[src/rtl/vdp_vram_arbiter.sv]
// Shares the single VRAM port between the screen renderer, CPU port and command
// engine; one outstanding transaction at a time, reads bounded by a timeout.
module vdp_vram_arbiter #(
    parameter int TIMEOUT = 15
) (
    input  logic        clk,
    input  logic        reset,
    input  logic        initial_busy,
    input  logic [16:0] scr_address,
    input  logic        scr_valid,
    output logic        scr_ready,
    output logic [31:0] scr_rdata,
    output logic        scr_rdata_en,
    input  logic [16:0] cpu_address,
    input  logic        cpu_write,
    input  logic [7:0]  cpu_wdata,
    input  logic        cpu_valid,
    output logic        cpu_ready,
    output logic [31:0] cpu_rdata,
    output logic        cpu_rdata_en,
    input  logic [16:0] cmd_address,
    input  logic        cmd_write,
    input  logic [7:0]  cmd_wdata,
    input  logic        cmd_valid,
    output logic        cmd_ready,
    output logic [31:0] cmd_rdata,
    output logic        cmd_rdata_en,
    output logic [16:0] vram_address,
    output logic        vram_write,
    output logic        vram_valid,
    output logic [7:0]  vram_wdata,
    input  logic [31:0] vram_rdata,
    input  logic        vram_rdata_en,
    output logic        timeout_err
);

    typedef enum logic [1:0] {ST_IDLE, ST_ISSUE, ST_READ_WAIT} state_t;
    typedef enum logic [1:0] {OWN_SCR, OWN_CPU, OWN_CMD} owner_t;
    typedef struct packed {
        logic [16:0] address;
        logic        write;
        logic [7:0]  wdata;
    } vram_req_t;

    localparam logic [7:0] TIMEOUT_C = 8'(TIMEOUT);

    state_t    state_q, state_d;
    owner_t    owner_q, owner_d;
    vram_req_t req_q, req_d;
    logic      prefer_cmd_q, prefer_cmd_d;
    logic [7:0] cnt_q, cnt_d;
    logic [2:0] rdata_en_q, rdata_en_d;
    logic [31:0] scr_rdata_q, scr_rdata_d;
    logic [31:0] cpu_rdata_q, cpu_rdata_d;
    logic [31:0] cmd_rdata_q, cmd_rdata_d;
    logic      timeout_err_q, timeout_err_d;
    logic      rd_done;
    logic [31:0] rd_data;

    always_ff @(posedge clk) begin
        if (reset) begin
            state_q       <= ST_IDLE;
            owner_q       <= OWN_SCR;
            req_q         <= '0;
            prefer_cmd_q  <= 1'b0;
            cnt_q         <= 8'd0;
            rdata_en_q    <= 3'b000;
            scr_rdata_q   <= 32'h0;
            cpu_rdata_q   <= 32'h0;
            cmd_rdata_q   <= 32'h0;
            timeout_err_q <= 1'b0;
        end else begin
            state_q       <= state_d;
            owner_q       <= owner_d;
            req_q         <= req_d;
            prefer_cmd_q  <= prefer_cmd_d;
            cnt_q         <= cnt_d;
            rdata_en_q    <= rdata_en_d;
            scr_rdata_q   <= scr_rdata_d;
            cpu_rdata_q   <= cpu_rdata_d;
            cmd_rdata_q   <= cmd_rdata_d;
            timeout_err_q <= timeout_err_d;
        end
    end

    always_comb begin
        state_d       = state_q;
        owner_d       = owner_q;
        req_d         = req_q;
        prefer_cmd_d  = prefer_cmd_q;
        cnt_d         = cnt_q;
        rdata_en_d    = 3'b000;
        scr_rdata_d   = scr_rdata_q;
        cpu_rdata_d   = cpu_rdata_q;
        cmd_rdata_d   = cmd_rdata_q;
        timeout_err_d = 1'b0;
        rd_done       = 1'b0;
        rd_data       = 32'h0;
        case (state_q)
            ST_IDLE: begin
                if (!initial_busy && (scr_valid || cpu_valid || cmd_valid)) begin
                    state_d = ST_ISSUE;
                    if (scr_valid) begin
                        owner_d = OWN_SCR;
                        req_d   = '{address: scr_address, write: 1'b0, wdata: 8'h00};
                    end else if (cpu_valid && (!cmd_valid || !prefer_cmd_q)) begin
                        owner_d      = OWN_CPU;
                        req_d        = '{address: cpu_address, write: cpu_write, wdata: cpu_wdata};
                        prefer_cmd_d = 1'b1;
                    end else begin
                        owner_d      = OWN_CMD;
                        req_d        = '{address: cmd_address, write: cmd_write, wdata: cmd_wdata};
                        prefer_cmd_d = 1'b0;
                    end
                end
            end
            ST_ISSUE: begin
                if (req_q.write) begin
                    state_d = ST_IDLE;
                end else begin
                    state_d = ST_READ_WAIT;
                    cnt_d   = 8'd0;
                end
            end
            ST_READ_WAIT: begin
                // Data arriving on the timeout cycle itself takes precedence.
                if (vram_rdata_en) begin
                    rd_done = 1'b1;
                    rd_data = vram_rdata;
                end else if (cnt_q == TIMEOUT_C) begin
                    rd_done       = 1'b1;
                    timeout_err_d = 1'b1;
                end else begin
                    cnt_d = cnt_q + 8'd1;
                end
            end
            default: state_d = ST_IDLE;
        endcase

        if (rd_done) begin
            state_d = ST_IDLE;
            case (owner_q)
                OWN_SCR: begin scr_rdata_d = rd_data; rdata_en_d[0] = 1'b1; end
                OWN_CPU: begin cpu_rdata_d = rd_data; rdata_en_d[1] = 1'b1; end
                OWN_CMD: begin cmd_rdata_d = rd_data; rdata_en_d[2] = 1'b1; end
                default: ;
            endcase
        end
    end

    assign vram_valid   = (state_q == ST_ISSUE);
    assign vram_address = req_q.address;
    assign vram_write   = req_q.write;
    assign vram_wdata   = req_q.wdata;
    assign scr_ready    = vram_valid && (owner_q == OWN_SCR);
    assign cpu_ready    = vram_valid && (owner_q == OWN_CPU);
    assign cmd_ready    = vram_valid && (owner_q == OWN_CMD);
    assign scr_rdata    = scr_rdata_q;
    assign cpu_rdata    = cpu_rdata_q;
    assign cmd_rdata    = cmd_rdata_q;
    assign scr_rdata_en = rdata_en_q[0];
    assign cpu_rdata_en = rdata_en_q[1];
    assign cmd_rdata_en = rdata_en_q[2];
    assign timeout_err  = timeout_err_q;

endmodule

[config.mk]
export PLATFORM = sky130hd
export DESIGN_NAME = vdp_vram_arbiter
export DESIGN_NICKNAME = d
export VERILOG_FILES = /design/src/rtl/vdp_vram_arbiter.sv
export SDC_FILE = /design/constraint.sdc
export NUM_CORES = 1
export LEC_CHECK = 0
export BUFFER_PORTS_ARGS = -buffer_cell sky130_fd_sc_hd__buf_2
export CAP_MARGIN = 30
export CORE_MARGIN = 3
export CORE_UTILIZATION = 41
export DETAILED_ROUTE_END_ITERATION = 16
export GPL_TIMING_DRIVEN = 0
export PLACE_DENSITY = 0.87
export SYNTH_ARGS = -nofsm -noshare
export SYNTH_HDL_FRONTEND = slang
export SYNTH_SLANG_ARGS = --single-unit
[constraint.sdc]
create_clock -name clk -period 1.6 [get_ports clk]
set_input_delay 0.08 -clock clk [delete_from_list [all_inputs] [get_ports clk]]
set_output_delay 0.08 -clock clk [all_outputs]
set_load 0.1 [all_outputs]
==> impl_metrics.toml, run 1 <==
[status]
outcome = "complete, but fails checks"
violations = "negative setup slack"

[final_layout]
area_delta_synth_final_pct = 57.3
fin_area_um2 = 7790
final_common_cell = "buf_2"
drive_gt1_share_pct = 45.4
final_util_pct = 67.1
stdcell_count = 931
diodes = 0
nNetsFinal = 886
layout_common_cells = "buf_2 (242), dfxtp_1 (132), a22o_1 (81)"

[grt]
antenna_found_initial = 0
grt_max_degree = 17
grt_pass1_vias = 5057
gr-total-overflow = 0
grt_pass1_wl_mm = 26.1
grt_util_all_layers_pct = 25.0

[power]
irDropWorstVdd_mv = 0.559
power.density_nw_per_um2 = 1150
p_seq_share_pct = 40.2
power_mw = 8.97
leakage_nw = 3.71
pwr-share-clk_pct = 43.2
switching_share_pct = 29.5
pwr-share-comb_pct = 16.6
p_int_mw = 6.32
switching_power_mw = 2.65

[sta]
whs_ps = 7.46
slew_headroom_pct = 64.2
clock-skew-final_ps = 7.47
fin_crit_sh_pct = 116
fin_crit_ps = 1850
setup_viol = 98
hold_viol_final = 0
drv_slew = 0
fmax_mhz = 540
setup_ws_ps = -251
rsz0062_at_grt = "yes"
worst_pin_slew_ps = 537
tns_ps = -19370

[worst_setup_path]
crit_buf_inv = 1
crit_chain = "or4_4 > o21ai_4 > a21oi_4 > buf_6 > a22o_4"
required_ps = 1900
cp-end-kind = "flop"
r2r-start = "cnt_q[5]"
regToRegSetupSlack_ps = -250
crit_arrival_ps = 2150
crit_path_top_delay_cell = "or4_4"
max_stage_delay_ps = 540
start_kind = "flop"
reg2reg_to = "scr_rdata[16]"
path_class = "reg2reg"
cp_top_family = "compound AO/OA/AOI/OAI gates"
crit_start = "cnt_q[5]"
worstRegToRegCells = 5
path_max_fanout = 10

[logic_synthesis]
syn-num-nets = 565
netlist_area_um2 = 4950
avgSynthCellArea_um2 = 10.9
ys.flop_type = "dfxtp_1"
ys_seq_area_share_pct = 56.2
yosys_warnings = 0
ys_types = 40
synth_top_cells_by_area = "dfxtp_1 (56%), a22o_1 (14%), a221oi_1 (4.6%)"
synthCells = 456
yosys.area.top_type = "dfxtp_1"
yosys.area.top_type_share_pct = 56.2
synth-seq-cells = 139
async_flop_share_pct = 0
synth_edf_count = 0

[placement]
dp_slack_ps = -382
dp_hpwl_mm = 11.1
place_congestion = 0.803
placed_cells = 836
placed_area_um2 = 6350
port-buffer-count = 237

[clock_tree]
cts_buffers = 17
clkSlewWorstSetupHoldPaths_ps = 60
cts_buffer_depth = 2
h-tree-depth = 4
cts_root_buf = "clkbuf_16"
clock_latency_ps = 410
cts_tree = "built"
clock-sinks = 139

[detailed_routing]
drt_iter0_drc = 383
antenna_left = 0
via_per_inst = 5.59
wl_per_cell_um = 18.9
via_count = 5201
drtPass1Iterations = 4
wirelength_mm = 17.6
route.detailed.drc = 0

[floorplanning]
start_util_pct = 42.6
boundaryPins = 238
dieArea_um2 = 13400
die_w_um = 116
die_h_um = 116
core_area_um2 = 11600
num_rows = 39

[worst_hold_path]
holdPathEnd = "vram_wdata[0]"
hp-start = "cpu_wdata[0]"
hold_depth = 3
hp-class = "in2reg"

[run]
drv_cap = 0
registers in the layout (all words and copies together), names as in the netlist:
register and cells:
state_q 2, rdata_en_q 3, cmd_rdata 32, scr_rdata 32, timeout_err 1, vram_wdata 8
owner_q 2, vram_write 1, prefer_cmd_q 1, vram_address 17, cnt_q 8, cpu_rdata 32
cell families after synthesis:
| logic type | share of synthesized area (%) |
|---|---|
| AO/OA/AOI/OAI | 28.5 |
| adder cells (fa/ha/maj) | 0.253 |
| buffers and inverters | 4.85 |
| flip-flops | 56.2 |
| AND/OR/NAND/NOR | 10.2 |
synthesized netlist by cell type, types with 6 or more instances:
library cell  instances
dfxtp_1             139
a22o_1               81
nor2_1               37
nand2_1              32
a221oi_1             26
a211oi_1             17
nor3_1               17
a22o_2               15
clkbuf_1             14
buf_6                10
buf_2                 9
a21oi_1               8
a31oi_1               6
timing repair:
item | 4_1_cts | 5_1_grt
setup endpoints to repair | 131 | 135
setup buffers | 5 | 3
hold buffers | 51 | 0
endpoints found under the hold margin | 115 | 0
pin swaps | 48 | 24
resized for setup | 45 | 32
gates cloned | 5 | 2
worst min-delay path: cells and delay by family:
| kind | cells | cell delay (ps) |
|---|---|---|
| and+or+nand+nor | 1 | 150 |
| AOI/OAI and AO/OA | 1 | 60 |
| buffers and inverters | 1 | 80 |
power groups by stage:
| stage | clock (mW) | sequential [mW] | combinational (mW) |
|---|---|---|---|
| 6_report | 3.88 | 3.61 | 1.49 |
| 5_1_grt | 4.07 | 3.62 | 1.56 |
| 4_1_cts | 3.89 | 3.61 | 1.43 |
| 3_5_place_dp | 0 | 3.68 | 1.29 |
| 3_3_place_gp | 0 | 3.68 | 1.28 |
| 2_1_floorplan | 0 | 4.26 | 0.351 |
how the worst max path moves through the flow:
| stage | endpoint | slack [ps] | cells past startpoint |
|---|---|---|---|
| floorplan | scr_ready | -220 | 2 |
| global placement | cpu_rdata[30] | -330 | 5 |
| detailed placement | cpu_rdata[29] | -380 | 5 |
| CTS | scr_rdata[16] | -240 | 5 |
| global route | scr_rdata[16] | -300 | 5 |
| finish | scr_rdata[16] | -250 | 5 |
layout make-up:
cell class | count | area [um2]
plain buffers | 34 | 236
multi-input cells | 277 | 2110
clock buffers | 18 | 439
repair buffers | 303 | 1870
fillers | 837 | 3830
well taps | 143 | 179
inverters | 5 | 18.8
clock inverters | 12 | 139
flip-flops and latches | 139 | 2800
metal layers:
metal  routed length, um  track usage (%)  share of wire, %
met2                8720             43.6                50
met3                1330             5.74               7.6
met1                6840             28.1                39
met4                 722             13.9               4.1
met5                   0                0                 0
Note: power is estimated with default switching activity, not from simulation.
==> inputs of run 2 (changes only) <==
- CELL_PAD_IN_SITES_DETAIL_PLACEMENT: not set -> 1
- CELL_PAD_IN_SITES_GLOBAL_PLACEMENT: not set -> 2
- CORE_UTILIZATION: 41 -> 29
- PLACE_DENSITY: 0.87 -> 0.95
- clock period: 1.6 -> 2.2 ns (I/O delays scaled with it)
==> run 2 against run 1 <==
Compared with the run above:
- the run now ends clean
- combinational power fell by 32%
- die area rose by 39%
- utilization fell by 22 points
- clock skew rose by 2.6 ps
- setup slack improved by 470 ps
- first-iteration DRC count fell by 48%
- non-clock buffer count fell by 16
- critical path depth rose by 1
- maximum frequency fell by 6.6%
- final cell count rose by 6.8%
- highest routed layer unchanged
==> impl_metrics.toml, run 2 (synthesis gave the netlist of run 1 again) <==
[status]
outcome = "finished, final reports clean"

[final_layout]
ff_latch_area_um2 = 2780
area_delta_synth_final_pct = 51.8
drive_gt1_share_pct = 40.8
layout_common_cells = "buf_2 (246), dfxtp_1 (139), a22o_1 (81)"
n_fill_cell = 1895
diodes = 0
multi_input_area_um2 = 1940
final_common_cell = "buf_2"
nNetsFinal = 870

[worst_setup_path]
crit_arrival_ps = 2300
regToRegSetupSlack_ps = 220
start_kind = "flop"
r2r-start = "prefer_cmd_q"
crit_start = "prefer_cmd_q"
path_max_fanout = 10
required_ps = 2520
cp-end-kind = "flop"
path_class = "reg2reg"

[grt]
grt_util_all_layers_pct = 19.7
grt_pass1_vias = 5257
grt_max_degree = 17
antenna_found_initial = 0
grt_pass1_wl_mm = 28.5
gr-total-overflow = 0

[sta]
drv_slew = 0
fmax_mhz = 504
whs_ps = 38.1
fin_crit_ps = 1980
hold_viol_final = 0
rsz0062_at_grt = "no"
tns_ps = 0
slew_headroom_pct = 62.1
clock-skew-final_ps = 10.0
fin_crit_sh_pct = 90.1
worst_pin_slew_ps = 569
setup_viol = 0

[detailed_routing]
drt_iter0_drc = 198
via_count = 4961
antenna_left = 0
route.detailed.drc = 0
wl_per_cell_um = 18.6
wirelength_mm = 18.5
via_per_inst = 4.99
drtPass1Iterations = 4

[power]
pwr-share-clk_pct = 44.2
switching_power_mw = 2.05
p_seq_share_pct = 40.1
irDropWorstVdd_mv = 0.519
pwr-share-comb_pct = 15.7
p_int_mw = 4.48
leakage_nw = 3.52
switching_share_pct = 31.4
power.density_nw_per_um2 = 870

[clock_tree]
cts_buffer_depth = 2
clock-sinks = 139
clkSlewWorstSetupHoldPaths_ps = 70
h-tree-depth = 4
cts_root_buf = "clkbuf_16"
cts_setup_buffers = 0
cts_buffers = 17
clock_latency_ps = 410
cts_tree = "built"

[floorplanning]
dieArea_um2 = 18700
die_w_um = 137
die_h_um = 137
start_util_pct = 29.7
core_area_um2 = 16600
boundaryPins = 238
num_rows = 47

[placement]
place_congestion = 0.806
dp_hpwl_mm = 13.2
port-buffer-count = 237

[worst_hold_path]
hp-start = "cmd_wdata[3]"
hp-class = "in2reg"

[run]
drv_cap = 0
==> run 2: changes by cell type in the layout (fill, tap and decap cells not counted), moves of 6 or more <==
cell	before	now
clkbuf_1	5	14
a22o_2	6	15
clkbuf_2	6	0
a22o_4	9	0
buf_4	10	1
buf_6	20	10
dfxtp_1	132	139
==> run 2: metrics by stage <==
| stage | area (um2) | cells | setup slack (ps) | util [%] | total power, mW |
|---|---|---|---|---|---|
| final | 7520 | 994 | 218 | 45.2 | 6.54 |
| after global routing | 7520 | 994 | 54.2 | 45.2 | 6.78 |
| after CTS | 7510 | 994 | 90.8 | 45.1 | 6.60 |
| after detailed placement | 6420 | 913 | 177 | 38.6 | 3.63 |
| after global placement | 6420 | 913 | 205 | 38.6 | 3.62 |
| after floorplan | 4960 | 456 | 84.4 | - | 3.35 |
==> run 2: cell type report <==
| type | instances | share of cell area (%) |
|---|---|---|
| buffer | 35 | 2.95 |
| clock buffer | 17 | 5.66 |
| clock inverter | 15 | 2.35 |
| inverter | 5 | 0.250 |
| multi-input combinational | 277 | 25.8 |
| sequential | 139 | 37.0 |
| tap | 220 | 3.66 |
| timing repair buffer | 286 | 22.3 |
==> run 2: critical path: stages, from the launching register on <==
cell	delay (ps)
dfxtp_1	310
nand2_1	90
and3b_1	160
clkbuf_1	350
clkbuf_1	500
nand2_1	200
a211oi_1	270
==> run 2: final timing paths <==
kind / endpoint / cells after the start
worst max-delay path: vram_address[15] / 6
worst min-delay path: vram_wdata[3] / 3
worst max register to register: vram_address[15] / 6
worst min register to register: scr_rdata[2] / 1
==> run 2: power by group through the flow <==
stage                     Sequential [mW]  Combinational (mW)  Clock, mW
after floorplan                      3.10               0.250          0
after global placement               2.67               0.948          0
after detailed placement             2.68               0.956          0
after CTS                            2.62                1.02       2.95
after global routing                 2.63                1.08       3.07
final                                2.62                1.02       2.89
==> run 2: layer usage <==
| layer | share of wire, % | global-route usage (%) | vias to the layer above |
|---|---|---|---|
| met5 | 0 | 0 | - |
| met4 | 1.7 | 6.10 | 0 |
| met3 | 7.6 | 5.85 | 20 |
| met2 | 50 | 34.4 | 207 |
| met1 | 41 | 23.1 | 2373 |
| li1 | - | - | 2361 |
==> run 2: timing repair <==
action | in CTS | in global routing
hold endpoints to repair | 113 | 0
gates resized for setup | 0 | 1
setup endpoints to repair | 0 | 36
hold buffers | 49 | 0
